$ cat config.mk
export PLATFORM = sky130hd
export DESIGN_NAME = bus_bridge_master
export DESIGN_NICKNAME = d
export VERILOG_FILES = /design/src/rtl/bus_bridge_master_pkg.sv /design/src/rtl/uart.sv /design/src/rtl/bus_bridge_master.sv
export SDC_FILE = /design/constraint.sdc
export NUM_CORES = 1
export LEC_CHECK = 0
export BUFFER_PORTS_ARGS = -buffer_cell sky130_fd_sc_hd__buf_2
export CAP_MARGIN = 40
export CORE_ASPECT_RATIO = 0.5
export CORE_MARGIN = 5
export CORE_UTILIZATION = 40
export CTS_CLUSTER_DIAMETER = 60
export CTS_CLUSTER_SIZE = 24
export DETAILED_ROUTE_END_ITERATION = 7
export HOLD_SLACK_MARGIN = 0.06
export PLACE_DENSITY = 0.57
export SYNTH_ARGS = -nofsm -noshare
export SYNTH_HDL_FRONTEND = slang
export SYNTH_SLANG_ARGS = --single-unit
$ cat constraint.sdc
create_clock -name clk -period 3.9 [get_ports clk]
set_input_delay 0.78 -clock clk [delete_from_list [all_inputs] [get_ports clk]]
set_output_delay 0.78 -clock clk [all_outputs]
set_load 0.02 [all_outputs]
$ cat src/rtl/bus_bridge_master_pkg.sv
// bus_bridge_master_pkg: state encoding and request-frame layout shared by the bridge master and slave
package bus_bridge_master_pkg;
    typedef enum logic [2:0] {S_IDLE, S_REQ, S_ADDR, S_WDATA, S_RWAIT, S_RDATA, S_UTX} state_t;
    localparam int DEF_ADDR_WIDTH = 12;
    localparam int DEF_DATA_WIDTH = 8;
    function automatic int frame_w(int aw, int dw);
        return aw + dw + 1;
    endfunction
    function automatic int data_lsb(int aw);
        return aw;
    endfunction
    function automatic int mode_bit(int aw, int dw);
        return aw + dw;
    endfunction
    function automatic int max_w(int a, int b);
        return a > b ? a : b;
    endfunction
    localparam int FRAME_W = frame_w(DEF_ADDR_WIDTH, DEF_DATA_WIDTH);
endpackage

$ cat src/rtl/uart.sv
// uart: start/stop-framed serial transmitter and receiver, LSB first, with independent word widths
module uart #(
    parameter int CLOCKS_PER_PULSE = 5208,
    parameter int TX_DATA_WIDTH = 8,
    parameter int RX_DATA_WIDTH = 8
) (
    input  logic                     clk,
    input  logic                     rst,
    input  logic [TX_DATA_WIDTH-1:0] data_in,
    input  logic                     data_en,
    output logic                     tx,
    output logic                     tx_busy,
    input  logic                     rx,
    output logic                     ready,
    output logic [RX_DATA_WIDTH-1:0] data_out
);
    localparam int CW = $clog2(CLOCKS_PER_PULSE + 1);
    localparam int TBW = $clog2(TX_DATA_WIDTH + 2);
    localparam int RBW = $clog2(RX_DATA_WIDTH + 2);
    localparam logic [CW-1:0] LAST = CW'(CLOCKS_PER_PULSE - 1);

    logic [TX_DATA_WIDTH:0]   tx_sh;
    logic [RX_DATA_WIDTH-1:0] rx_sh;
    logic [CW-1:0]            tx_clk, rx_clk;
    logic [TBW-1:0]           tx_bit;
    logic [RBW-1:0]           rx_bit;
    logic [1:0]               rx_sync;
    logic                     rx_busy;

    always_ff @(posedge clk) begin
        if (rst) begin
            tx <= 1'b1;
            tx_busy <= 1'b0;
            tx_sh <= '0;
            tx_clk <= '0;
            tx_bit <= '0;
        end else if (!tx_busy) begin
            if (data_en) begin
                tx <= 1'b0;
                tx_busy <= 1'b1;
                tx_sh <= {1'b1, data_in};
                tx_clk <= '0;
                tx_bit <= '0;
            end
        end else if (tx_clk != LAST) begin
            tx_clk <= tx_clk + 1'b1;
        end else begin
            tx_clk <= '0;
            tx_bit <= tx_bit + 1'b1;
            tx_busy <= tx_bit != TBW'(TX_DATA_WIDTH + 1);
            tx <= tx_bit == TBW'(TX_DATA_WIDTH + 1) ? 1'b1 : tx_sh[0];
            tx_sh <= tx_sh >> 1;
        end
    end

    // the bit timer starts half a bit in so every sample lands mid-bit
    always_ff @(posedge clk) begin
        if (rst) begin
            rx_sync <= 2'b11;
            rx_busy <= 1'b0;
            rx_clk <= '0;
            rx_bit <= '0;
            rx_sh <= '0;
            ready <= 1'b0;
            data_out <= '0;
        end else begin
            rx_sync <= {rx_sync[0], rx};
            ready <= 1'b0;
            if (!rx_busy) begin
                rx_busy <= !rx_sync[1];
                rx_clk <= CW'(CLOCKS_PER_PULSE / 2);
                rx_bit <= '0;
            end else if (rx_clk != LAST) begin
                rx_clk <= rx_clk + 1'b1;
            end else begin
                rx_clk <= '0;
                rx_bit <= rx_bit + 1'b1;
                if (rx_bit == '0) begin
                    rx_busy <= !rx_sync[1];
                end else if (rx_bit == RBW'(RX_DATA_WIDTH + 1)) begin
                    rx_busy <= 1'b0;
                    ready <= rx_sync[1];
                    data_out <= rx_sh;
                end else begin
                    rx_sh <= {rx_sync[1], rx_sh[RX_DATA_WIDTH-1:1]};
                end
            end
        end
    end
endmodule

$ cat src/rtl/bus_bridge_master.sv
// bus_bridge_master: replays UART-delivered request frames as serial bus transactions
// and returns read data to the remote slave bridge over UART.
module bus_bridge_master
    import bus_bridge_master_pkg::*;
#(
    parameter int DATA_WIDTH = DEF_DATA_WIDTH,
    parameter int ADDR_WIDTH = DEF_ADDR_WIDTH,
    parameter int UART_CLOCKS_PER_PULSE = 5208
) (
    input  logic clk,
    input  logic rst,
    input  logic u_rx,
    output logic u_tx,
    output logic mbreq,
    input  logic mbgrant,
    output logic mwdata,
    output logic mmode,
    output logic mvalid,
    input  logic mrdata,
    input  logic svalid,
    input  logic msplit
);
    localparam int FW = frame_w(ADDR_WIDTH, DATA_WIDTH);
    localparam int SW = max_w(ADDR_WIDTH, DATA_WIDTH);
    localparam int CW = $clog2(SW + 1);
    localparam int DL = data_lsb(ADDR_WIDTH);
    localparam int MB = mode_bit(ADDR_WIDTH, DATA_WIDTH);

    state_t                state;
    logic [FW-1:0]         rx_frame, pend, work;
    logic [SW-1:0]         sh;
    logic [DATA_WIDTH-1:0] rd;
    logic [CW-1:0]         cnt;
    logic                  rx_ready, pend_valid, split, data_en, tx_busy;

    uart #(
        .CLOCKS_PER_PULSE(UART_CLOCKS_PER_PULSE),
        .TX_DATA_WIDTH(DATA_WIDTH),
        .RX_DATA_WIDTH(FW)
    ) u_uart (
        .clk(clk),
        .rst(rst),
        .data_in(rd),
        .data_en(data_en),
        .tx(u_tx),
        .tx_busy(tx_busy),
        .rx(u_rx),
        .ready(rx_ready),
        .data_out(rx_frame)
    );

    always_ff @(posedge clk) begin
        if (rst) begin
            state <= S_IDLE;
            pend <= '0;
            pend_valid <= 1'b0;
            work <= '0;
            sh <= '0;
            rd <= '0;
            cnt <= '0;
            split <= 1'b0;
            data_en <= 1'b0;
            mbreq <= 1'b0;
            mvalid <= 1'b0;
            mwdata <= 1'b0;
            mmode <= 1'b0;
        end else begin
            data_en <= 1'b0;
            if (rx_ready && !pend_valid) begin
                pend <= rx_frame;
                pend_valid <= 1'b1;
            end
            case (state)
                S_IDLE: if (pend_valid) begin
                    work <= pend;
                    pend_valid <= 1'b0;
                    mbreq <= 1'b1;
                    cnt <= '0;
                    state <= S_REQ;
                end
                S_REQ: if (mbgrant) begin
                    mvalid <= 1'b1;
                    mmode <= work[MB];
                    mwdata <= work[0];
                    sh <= SW'(work[ADDR_WIDTH-1:0] >> 1);
                    cnt <= '0;
                    state <= S_ADDR;
                end
                // grant loss is ignored here: a started transfer always runs to completion
                S_ADDR: if (cnt == CW'(ADDR_WIDTH - 1)) begin
                    cnt <= '0;
                    if (work[MB]) begin
                        mwdata <= work[DL];
                        sh <= SW'(work[DL +: DATA_WIDTH] >> 1);
                        state <= S_WDATA;
                    end else begin
                        mvalid <= 1'b0;
                        mwdata <= 1'b0;
                        state <= S_RWAIT;
                    end
                end else begin
                    cnt <= cnt + 1'b1;
                    mwdata <= sh[0];
                    sh <= sh >> 1;
                end
                S_WDATA: if (cnt == CW'(DATA_WIDTH - 1)) begin
                    cnt <= '0;
                    mvalid <= 1'b0;
                    mwdata <= 1'b0;
                    mmode <= 1'b0;
                    mbreq <= 1'b0;
                    state <= S_IDLE;
                end else begin
                    cnt <= cnt + 1'b1;
                    mwdata <= sh[0];
                    sh <= sh >> 1;
                end
                // after a split, mbreq is low for one cycle and svalid is ignored until re-granted
                S_RWAIT: if (msplit) begin
                    mbreq <= 1'b0;
                    split <= 1'b1;
                end else if (split) begin
                    mbreq <= 1'b1;
                    split <= !(mbreq && mbgrant);
                end else if (svalid) begin
                    rd <= {mrdata, rd[DATA_WIDTH-1:1]};
                    cnt <= '0;
                    state <= S_RDATA;
                end
                S_RDATA: if (svalid) begin
                    rd <= {mrdata, rd[DATA_WIDTH-1:1]};
                    cnt <= cnt == CW'(DATA_WIDTH - 2) ? '0 : cnt + 1'b1;
                    mbreq <= cnt != CW'(DATA_WIDTH - 2);
                    state <= cnt == CW'(DATA_WIDTH - 2) ? S_UTX : S_RDATA;
                end
                S_UTX: if (!tx_busy) begin
                    data_en <= 1'b1;
                    state <= S_IDLE;
                end
                default: state <= S_IDLE;
            endcase
        end
    end
endmodule

==> key figures, run 1 <==
Clock network
  – TritonCTS clock tree: yes
  – Reg clk slew, reported paths: 0.07 ns
  – Post-CTS Resized: 0
  – Root Buffer: clkbuf_16
  – CTS Sinks: 167
  – Clk buf depth: 2
  – Hold bufs inserted after CTS: 0
  – H-tree Lvls: 4
  – Total CTS buffers: 17
  – Postcts setup bufs: 0
  – Clock Latency Late Sink: between 0.4 and 0.5 ns

Critical path
  – Req. time, crit path: between 4 and 5 ns
  – R2r endpoint: cnt[2]
  – Critical Path AT: roughly 2.6 ns
  – Crit-path max FO: 42
  – Critical R2R Launch: cnt[1]
  – Reg2Reg Depth: 5
  – Reg2reg setup slack: 1.72 ns
  – Startpoint types: input pin
  – Setup crit end kind: flop
  – Critical path class: in -> reg

Timing
  – Setup TNS: 0 ns
  – Setup ws final: 1.59 ns
  – Min Tclk post-route: roughly 2.3 ns
  – Clock skew: ~0.0067 ns
  – Period Utilization, post-route: 0.593
  – Headroom to the max-slew limit: 0.423
  – Final setup violation count: 0
  – Max-slew violations: 0
  – Worst Max-Slew Pin Slew: about 0.86 ns
  – Maximum clock frequency: between 400 and 500 MHz
  – RSZ-0062 raised after global routing: no
  – Hold Vio Cnt, Final: 0

Detailed routing
  – Drt via density: 5.22
  – Routed wire length: around 15000 um
  – Remaining antenna violation count: 0
  – # DRC: 0
  – Drt first pass iters: 5
  – Drt wl/cell: 13.9 um
  – Vias: approximately 5500
  – DR iter-0 viols: roughly 360

Die
  – DIE WIDTH: 200 um
  – Die ar.: about 21000 um2
  – Ports: 12
  – Core area: between 15000 and 20000 um2
  – DIE HEIGHT: about 110 um
  – Cell Rows: 34
  – Initial Util: 0.412

GRT
  – First-pass GRT wire length: ~26000 um
  – Initial antenna violation count: 0
  – Grt total ovfl: 0
  – Vias in the first global route: a little over 5000
  – Total track usage: 0.144
  – Largest net degree at the start of global routing: 67

Power and ir drop
  – Peak VDD IR: 0.256 mV
  – Leakage: between 3 and 4 nW
  – Pwr/cell area: 469 nW/um2

Place
  – Placer Congestion: just under 0.8
  – PortBufs: 11
  – Pre-CTS WS: about 1.2 ns
  – Hpwl dp: between 9000 and 10000 um

Final layout
  – Ratio of cells with drive above 1 in the final layout: 0.0971
  – NumNets Final: approximately 830
  – Synthesis-to-finish area growth: 10.3%
  – N_diodes: 0
  – Fillers: between 1500 and 2000

Flow run
  – Max-Cap Viols: 0

Logic synthesis
  – Post-synthesis sequential area ratio: 0.462
  – Syn Inst Count: 824
  – Async SR Flop Fraction: 0
  – Number of synthesized flops with an enable pin: 0
  – Synth Net Count: 840
  – Distinct cells, synth: 65
  – Synthesis warning total: 0
  – Syn Area/Cell: roughly 8.8 um2
  – Post-Synthesis Cell Area: around 7200 um2
  – Flops & latches, synth: about 170
  – Top FF cell, synth: dfxtp_1

Worst hold path
  – Worst Hold Depth: 1
  – HP Start: u_uart.rx_sync[0]
  – Hold EP: u_uart.rx_sync[1]
  – Hold/Removal Path Class: reg -> reg

Run status
  – Outcome: complete, no violations
[final cells by class]
cell class | count | area, um2 | share of cell area
Timing Repair Buffer | 23 | 150 | 0.0188
Clock buffer | 18 | 429 | 0.0538
Clock inverter | 13 | 119 | 0.0149
Multi-Input combinational cell | 589 | 3590 | 0.450
Sequential cell | 167 | 3340 | 0.419
Inverter | 14 | 52.6 | 0.00659
Tap cell | 234 | 293 | 0.0367
[power breakdown]
group | leakage [nW] | internal [mW] | switching, mW
combinational | 1.46 | 0.149 | 0.234
sequential | 1.35 | 1.73 | 0.0510
clock | 0.260 | 0.833 | 0.739
[critical path, cell delays in order]
cell and delay, ns:
buf_4 0.37, clkinv_1 0.66, buf_4 0.51, nand2_1 0.18, mux2i_1 0.09
[layout by cell type, fill, tap and decap left out, drive strengths merged, types with 5 or more instances in the layout]
cell | Yosys | routed
nand2 | 171 | 171
dfxtp | 167 | 167
a21oi | 73 | 73
mux2i | 67 | 67
nor2 | 47 | 47
nand3 | 27 | 27
buf | 10 | 23
inv | 14 | 19
o21ai | 18 | 18
clkbuf | 44 | 18
nor2b | 15 | 15
a31oi | 13 | 13
nand4 | 13 | 13
mux2 | 11 | 11
a211oi | 10 | 10
xor2 | 9 | 9
ha | 9 | 9
and3 | 9 | 9
o211ai | 8 | 8
or3 | 8 | 8
nor3 | 7 | 7
and2 | 6 | 6
nand3b | 5 | 5
nand2b | 5 | 5
clkinv | 0 | 5
[through the flow]
stage	power, mW	util	hold slack [ns]	instance area, um2	std cells
2_1_floorplan	2.10	-	0.389	7230	824
3_3_place_gp	2.18	0.421	0.409	7400	1024
3_5_place_dp	2.20	0.423	0.405	7430	1027
4_1_cts	3.78	0.454	0.429	7980	1058
5_1_grt	3.91	0.454	0.433	7980	1058
6_report	3.74	0.454	0.425	7980	1058
[flip-flops by register name, summed over array words and instances (netlist names), 2 cells and up]
signal           cells
cnt                  4
pend                21
rd                   8
sh                  11
state                3
u_uart.data_out     21
u_uart.rx_bit        5
u_uart.rx_clk       13
u_uart.rx_sh        21
u_uart.rx_sync       2
u_uart.tx_bit        4
u_uart.tx_clk       13
u_uart.tx_sh         9
work                21
[layer usage]
layer / routed length [um] / global-route usage / share of wire
met3: 546 / 0.0418 / 0.037
met1: 7860 / 0.204 / 0.53
met5: 0 / 0 / 0
met2: 6170 / 0.213 / 0.42
met4: 142 / 0.0403 / 0.0096
[logic make-up after synthesis]
group	after synthesis	share of synthesized area
simple gates	339	0.227
flops	167	0.462
compound gates	150	0.127
mux	78	0.110
buf+inv	68	0.0426
xor+xnor	13	0.0157
fa+ha+maj	9	0.0156
[cells in the mapped netlist, types with 3 or more instances]
library cell / instances / area share
a211oi_1: 10 / 0.010
a21oi_1: 73 / 0.051
a22o_1: 3 / 0.0036
a31oi_1: 13 / 0.011
a32oi_1: 3 / 0.0036
and2_1: 5 / 0.0043
and3_1: 7 / 0.0061
and4_1: 3 / 0.0036
buf_2: 6 / 0.0042
clkbuf_1: 43 / 0.022
dfxtp_1: 167 / 0.46
ha_1: 9 / 0.016
inv_1: 14 / 0.0073
mux2_2: 11 / 0.017
mux2i_1: 67 / 0.093
nand2_1: 171 / 0.089
nand2b_1: 5 / 0.0043
nand3_1: 27 / 0.019
nand3b_1: 5 / 0.0052
nand4_1: 12 / 0.010
nor2_1: 47 / 0.024
nor2b_1: 15 / 0.013
nor3_1: 7 / 0.0048
nor3b_1: 4 / 0.0042
nor4b_1: 3 / 0.0036
o2111ai_1: 3 / 0.0036
o211ai_1: 7 / 0.0073
o21ai_0: 18 / 0.012
o31ai_1: 4 / 0.0042
or3_1: 6 / 0.0052
xnor2_1: 4 / 0.0048
xor2_1: 9 / 0.011
[worst max path at each step]
stage / end / startpoint / slack (ns) / depth (start not counted)
2_1_floorplan: state[0] / msplit / 1.84 / 4
3_3_place_gp: u_uart.rx_sh[9] / rst / 1.19 / 5
3_5_place_dp: u_uart.rx_sh[3] / rst / 1.16 / 5
4_1_cts: u_uart.rx_sh[3] / rst / 1.60 / 5
5_1_grt: u_uart.data_out[4] / rst / 1.47 / 5
6_report: u_uart.rx_sh[3] / rst / 1.59 / 5
(Power assumes the default switching activity.)
==> run 2, diff against run 1 <==
==> constraint.sdc (replaced) <==
create_clock -name clk -period 2.34 [get_ports clk]
set_input_delay 0.468 -clock clk [delete_from_list [all_inputs] [get_ports clk]]
set_output_delay 0.468 -clock clk [all_outputs]
set_load 0.02 [all_outputs]
==> run 2 against run 1 <==
Compared with the run above: clock power grew 72%; sequential share of layout area shrank 0.54 points; first-iteration DRC count shrank 21%; combinational power grew 71%; critical path depth is the same; largest cell class unchanged.
==> key figures, run 2 (same netlist as run 1, synthesis figures left out) <==
Timing
  – Period Utilization, post-route: 0.893
  – Headroom to the max-slew limit: 0.520 (+0.0970)
  – Final setup violation count: 0 (unchanged)
  – Clock skew: 0.0107 ns (+0.00402 ns)
  – Worst Max-Slew Pin Slew: 0.720 ns (-0.143 ns)
  – RSZ-0062 raised after global routing: no
  – Hold Vio Cnt, Final: 0 (unchanged)
  – Maximum clock frequency: roughly 480 MHz
  – Min Tclk post-route: approximately 2.1 ns
  – Setup TNS: 0 ns (unchanged)
  – Setup ws final: 0.250 ns (-1.34 ns)
  – Max-slew violations: 0 (unchanged)
  – Hold slack: 0.237 ns (-0.188 ns)

Final layout
  – Final core occ: 0.460 (+0.00591)
  – Final std cells w/o fill: 1068 (+0.95%)
  – Commonest non-fill, non-tap cell in the layout: nand2_1
  – Synthesis-to-finish area growth: 11.7%
  – Finished Cell Area: 8080 um2 (+1.3%)
  – NumNets Final: 837 (+1.1%)
  – Commonest non-fill, non-tap cells in the layout: nand2_1 (171), dfxtp_1 (167), a21oi_1 (73)
  – N_diodes: 0 (unchanged)
  – Ratio of cells with drive above 1 in the final layout: 0.109 (+0.0120)

Power and ir drop
  – Total power: 6.33 mW (+69%)
  – Clk network pwr share: 0.427 (+0.007)
  – Pwr/cell area: 783 nW/um2 (+67%)
  – Combinational fraction of design power: 0.103 (about the same)
  – Internal power: 4.58 mW (+69%)
  – Seq pwr share: 0.470 (-0.007)
  – Switching power share of the total: 0.276 (+0.00183)
  – NetSw: 1.74 mW (+70%)
  – Leakage: 3.13 nW (+2.0%)
  – Peak VDD IR: 0.440 mV (+72%)

GRT
  – First-pass GRT wire length: 25000 um (-1.9%)
  – Vias in the first global route: 5072 (-1.5%)
  – Total track usage: 0.140 (-0.00329)
  – Grt total ovfl: 0 (unchanged)
  – Largest net degree at the start of global routing: 69 (+3.0%)
  – Initial antenna violation count: 0 (unchanged)

Detailed routing
  – Remaining antenna violation count: 0 (unchanged)
  – DR iter-0 viols: 288 (-21%)
  – # DRC: 0 (unchanged)
  – Routed wire length: 14600 um (-0.81%)
  – Drt via density: 5.18 (-0.90%)
  – Vias: 5529 (+0.036%)
  – Drt wl/cell: 13.7 um (-1.7%)
  – Drt first pass iters: 5 (unchanged)

Critical path
  – CP top delay family: simple AND/OR/NAND/NOR gates
  – Critical R2R Launch: u_uart.rx_clk[0]
  – CP startpoint: u_uart.rx_clk[0]
  – Reg2Reg Depth: 5 (unchanged)
  – Worst path bufs/invs: 0 (-3)
  – Req. time, crit path: 2.63 ns (-1.57 ns)
  – Critical path class: reg -> reg
  – Slowest Stage Delay on Critical Path: 0.73 ns (+0.07 ns)
  – Crit-path max FO: 22 (-48%)
  – Slowest cell on crit path: or4_4
  – Critical Path AT: 2.38 ns (-0.23 ns)
  – R2r endpoint: u_uart.data_out[8]
  – Startpoint types: flop
  – Setup crit end kind: flop
  – Reg2reg setup slack: 0.25 ns (-1.47 ns)
  – Worst path cell trace: ha_1 > and2_1 > nand4_4 > or4_4 > mux2i_1

Die
  – Initial Util: 0.412 (unchanged)
  – Core area: 17600 um2 (unchanged)
  – Die ar.: 21000 um2 (unchanged)
  – Ports: 12 (unchanged)
  – Cell Rows: 34 (unchanged)
  – DIE HEIGHT: 105 um (unchanged)
  – DIE WIDTH: 200 um (unchanged)

Place
  – Hpwl dp: 9660 um (+0.81%)
  – Placer Congestion: 0.800 (+3.2%)
  – Pre-CTS WS: 0.244 ns (-0.912 ns)
  – PortBufs: 11 (unchanged)
  – Post-DP Area: 7500 um2 (+1.0%)
  – Placed cell count: 1036 (+0.88%)

Clock network
  – Post-CTS Resized: 0 (unchanged)
  – H-tree Lvls: 4 (unchanged)
  – Reg clk slew, reported paths: 0.07 ns (about the same)
  – Postcts setup bufs: 0 (unchanged)
  – Clock Latency Late Sink: 0.42 ns (about the same)
  – Hold bufs inserted after CTS: 0 (unchanged)
  – Root Buffer: clkbuf_16
  – Total CTS buffers: 17 (unchanged)
  – CTS Sinks: 167 (unchanged)
  – TritonCTS clock tree: yes
  – Clk buf depth: 2 (unchanged)

Worst hold path
  – Worst Hold Depth: 2 (+1)
  – Hold/Removal Path Class: in -> reg
  – HP Start: u_rx
  – Hold EP: u_uart.rx_sync[0]

Run status
  – Outcome: complete, no violations

Flow run
  – Max-Cap Viols: 0 (unchanged)
## run 2: layer usage
metal	GRT usage	wire [um]
met5	0	0
met4	0.0427	131
met3	0.0325	403
met2	0.214	6280
met1	0.199	7790
## run 2: power groups by stage
stage	clock network, mW	registers, mW	logic (mW)
after CTS	2.77	2.97	0.655
after detailed placement	0	3.03	0.651
after global placement	0	3.03	0.650
after floorplan	0	3.00	0.494
after global routing	2.91	2.98	0.717
final	2.70	2.97	0.654
## run 2: worst max path at each step
stage | cells after the start | to | slack [ns]
finish | 5 | u_uart.data_out[8] | 0.25
global route | 5 | u_uart.data_out[5] | 0.11
CTS | 5 | u_uart.data_out[5] | 0.23
detailed placement | 5 | u_uart.data_out[8] | 0.24
global placement | 5 | u_uart.data_out[0] | 0.30
floorplan | 9 | u_uart.rx_sh[10] | 0.35
## run 2: area by class of cell
cell class | count | area, um2
clock buffer | 18 | 439
timing repair buffer | 32 | 228
multi-input combinational | 589 | 3590
fill | 1696 | 9490
tap | 234 | 293
clock inverter | 14 | 135
inverter | 14 | 52.6
sequential | 167 | 3340
==> run 3, diff against run 2 <==
--- a/config.mk
+++ b/config.mk
@@ -5,6 +5,7 @@
 export SDC_FILE = /design/constraint.sdc
 export NUM_CORES = 1
 export LEC_CHECK = 0
+export ABC_AREA = 1
 export BUFFER_PORTS_ARGS = -buffer_cell sky130_fd_sc_hd__buf_2
 export CAP_MARGIN = 40
 export CORE_ASPECT_RATIO = 0.5
==> run 3 against run 2 <==
Compared with the run above: combinational power shrank 32%; sequential power about the same; worst setup slack improved by 0.26 ns; clock power increased by 11%; die area increased by 6.8%; utilization down 1.2 points; wire length up 15%; synthesized cell count rose by 38%; non-clock buffer count is 7 lower; largest cell class unchanged.
==> key figures, run 3 <==
Final layout
  – Final std cells w/o fill: 1411 (+32%)
  – N_diodes: 0 (unchanged)
  – Commonest non-fill, non-tap cell in the layout: nand2_1
  – Commonest non-fill, non-tap cells in the layout: nand2_1 (239), nor2_1 (204), dfxtp_1 (167)
  – NumNets Final: 1148 (+37%)
  – Ratio of cells with drive above 1 in the final layout: 0.0725 (-0.0366)
  – Finished Cell Area: 8620 um2 (+6.8%)
  – Final core occ: 0.447 (-0.0125)
  – Synthesis-to-finish area growth: 11.1%

GRT
  – First-pass GRT wire length: 29300 um (+17%)
  – Vias in the first global route: 6354 (+25%)
  – Grt total ovfl: 0 (unchanged)
  – Largest net degree at the start of global routing: 69 (unchanged)
  – Total track usage: 0.157 (+0.0166)
  – Initial antenna violation count: 0 (unchanged)

Timing
  – Min Tclk post-route: 1.83 ns (-0.256 ns)
  – Period Utilization, post-route: 0.784 (-0.109)
  – Headroom to the max-slew limit: 0.591 (+0.0714)
  – Hold Vio Cnt, Final: 0 (unchanged)
  – Setup ws final: 0.506 ns (+0.256 ns)
  – RSZ-0062 raised after global routing: no
  – Clock skew: 0.0125 ns (+0.00172 ns)
  – Hold slack: 0.212 ns (-0.0248 ns)
  – Max-slew violations: 0 (unchanged)
  – Worst Max-Slew Pin Slew: 0.612 ns (-0.108 ns)
  – Setup TNS: 0 ns (unchanged)
  – Maximum clock frequency: 545 MHz (+14%)
  – Final setup violation count: 0 (unchanged)

Power and ir drop
  – Combinational fraction of design power: 0.069 (-0.034)
  – Leakage: 3.57 nW (+14%)
  – Total power: 6.43 mW (+1.7%)
  – Switching power share of the total: 0.252 (-0.0240)
  – Clk network pwr share: 0.469 (+0.042)
  – Internal power: 4.81 mW (+5.1%)
  – Seq pwr share: 0.462 (-0.008)
  – Pwr/cell area: 746 nW/um2 (-4.7%)
  – Peak VDD IR: 0.392 mV (-11%)
  – NetSw: 1.62 mW (-7.2%)

Detailed routing
  – Drt first pass iters: 6 (+1)
  – DR iter-0 viols: 494 (+72%)
  – Vias: 6741 (+22%)
  – # DRC: 0 (unchanged)
  – Remaining antenna violation count: 0 (unchanged)
  – Drt wl/cell: 11.9 um (-13%)
  – Routed wire length: 16800 um (+15%)
  – Drt via density: 4.78 (-7.7%)

Worst hold path
  – Hold EP: u_uart.rx_sync[0]
  – Worst Hold Depth: 2 (unchanged)
  – Hold/Removal Path Class: in -> reg
  – HP Start: u_rx

Clock network
  – Total CTS buffers: 17 (unchanged)
  – Hold bufs inserted after CTS: 0 (unchanged)
  – Reg clk slew, reported paths: 0.07 ns (about the same)
  – Postcts setup bufs: 0 (unchanged)
  – Clk buf depth: 2 (unchanged)
  – Post-CTS Resized: 0 (unchanged)
  – CTS Sinks: 167 (unchanged)
  – Clock Latency Late Sink: 0.43 ns (about the same)
  – Root Buffer: clkbuf_16
  – TritonCTS clock tree: yes
  – H-tree Lvls: 4 (unchanged)

Logic synthesis
  – Post-Synthesis Cell Area: 7760 um2 (+7.3%)
  – Synth Net Count: 1156 (+38%)
  – Top FF cell, synth: dfxtp_1
  – Synth top cells by count: nand2_1 (239), nor2_1 (204), dfxtp_1 (167)
  – Synth area leaders: dfxtp_1 (43%), nand2_1 (12%), nor2_1 (9.9%)
  – Count leader, synth: nand2_1
  – Syn Area/Cell: 6.81 um2 (-22%)
  – Syn Inst Count: 1140 (+38%)
  – Synthesis warning total: 0 (unchanged)
  – Post-synthesis sequential area ratio: 0.431 (-0.0314)
  – Number of synthesized flops with an enable pin: 0 (unchanged)
  – Area share of the largest cell type after synthesis: 0.431 (-0.0314)
  – Flops & latches, synth: 167 (unchanged)
  – Distinct cells, synth: 31 (-52%)
  – Dominant cell type by area after synthesis: dfxtp_1
  – Async SR Flop Fraction: 0 (unchanged)

Die
  – DIE WIDTH: 207 um (+3.4%)
  – Initial Util: 0.403 (-0.00911)
  – Die ar.: 22500 um2 (+6.8%)
  – Core area: 19300 um2 (+9.7%)
  – Ports: 12 (unchanged)
  – Cell Rows: 36 (+5.9%)
  – DIE HEIGHT: 108 um (+3.2%)

Place
  – Hpwl dp: 11100 um (+15%)
  – PortBufs: 11 (unchanged)
  – Post-DP Area: 8000 um2 (+6.6%)
  – Pre-CTS WS: 0.511 ns (+0.267 ns)
  – Placed cell count: 1379 (+33%)
  – Placer Congestion: 0.842 (+5.2%)

Critical path
  – Critical path class: reg -> reg
  – Critical R2R Launch: cnt[1]
  – R2r endpoint: sh[8]
  – Reg2Reg Depth: 8 (+3)
  – Crit-path max FO: 21 (-4.5%)
  – Req. time, crit path: 2.66 ns (+0.03 ns)
  – Setup crit end kind: flop
  – Reg2reg setup slack: 0.51 ns (+0.26 ns)
  – Critical Path AT: 2.15 ns (-0.23 ns)
  – Startpoint types: flop

Flow run
  – Max-Cap Viols: 0 (unchanged)

Run status
  – Outcome: complete, no violations
## run 3: worst max-delay path by stage
stage                     start               end  slack [ns]  cells past startpoint
6_report                 cnt[1]             sh[8]        0.51                      8
5_1_grt                  cnt[1]             sh[3]        0.29                      8
4_1_cts                  cnt[1]             sh[8]        0.48                      8
3_5_place_dp             cnt[1]             sh[8]        0.51                      8
3_3_place_gp           state[1]             sh[5]        0.55                      7
2_1_floorplan  u_uart.tx_clk[0]  u_uart.tx_clk[4]        0.86                      8
## run 3: kinds of logic (layout without fill, tap and decap cells)
group	count (synthesis)	in the layout	share of synthesized area
flops	167	167	0.431
mux	8	8	0.0103
xor+xnor	5	5	0.00564
compound gates	170	170	0.111
simple gates	586	586	0.322
buf+inv	195	200	0.106
fa+ha+maj	9	9	0.0145
## run 3: layout make-up
| class | instances | area, um2 |
|---|---|---|
| sequential | 167 | 3340 |
| inverter | 143 | 538 |
| clock inverter | 13 | 184 |
| timing repair buffer | 25 | 185 |
| multi-input combinational | 778 | 3600 |
| clock buffer | 19 | 443 |
| fill | 2042 | 10700 |
| tap | 266 | 333 |
## run 3: power by group through the flow
| stage | Clock [mW] | Combinational [mW] | Sequential (mW) |
|---|---|---|---|
| 3_3_place_gp | 0 | 0.441 | 3.03 |
| 5_1_grt | 3.20 | 0.519 | 2.98 |
| 2_1_floorplan | 0 | 0.371 | 3.02 |
| 4_1_cts | 3.07 | 0.449 | 2.97 |
| 3_5_place_dp | 0 | 0.447 | 3.04 |
| 6_report | 3.01 | 0.445 | 2.97 |
## run 3: metal layers
layer / vias to the layer above / routed length (um) / track usage / share of wire
met3: 14 / 541 / 0.0378 / 0.032
met2: 82 / 7400 / 0.257 / 0.44
li1: 3597 / - / - / -
met4: 0 / 140 / 0.0401 / 0.0083
met5: - / 0 / 0 / 0
met1: 3048 / 8700 / 0.210 / 0.52
## run 3: critical path, cell delays in order, from the launching register on
cell and delay, ns:
dfxtp_1 0.36, ha_1 0.21, nand3_1 0.24, inv_2 0.24, nand3_1 0.13, nand3_2 0.33, nand2_1 0.10, nand2_1 0.08
nor2_1 0.04
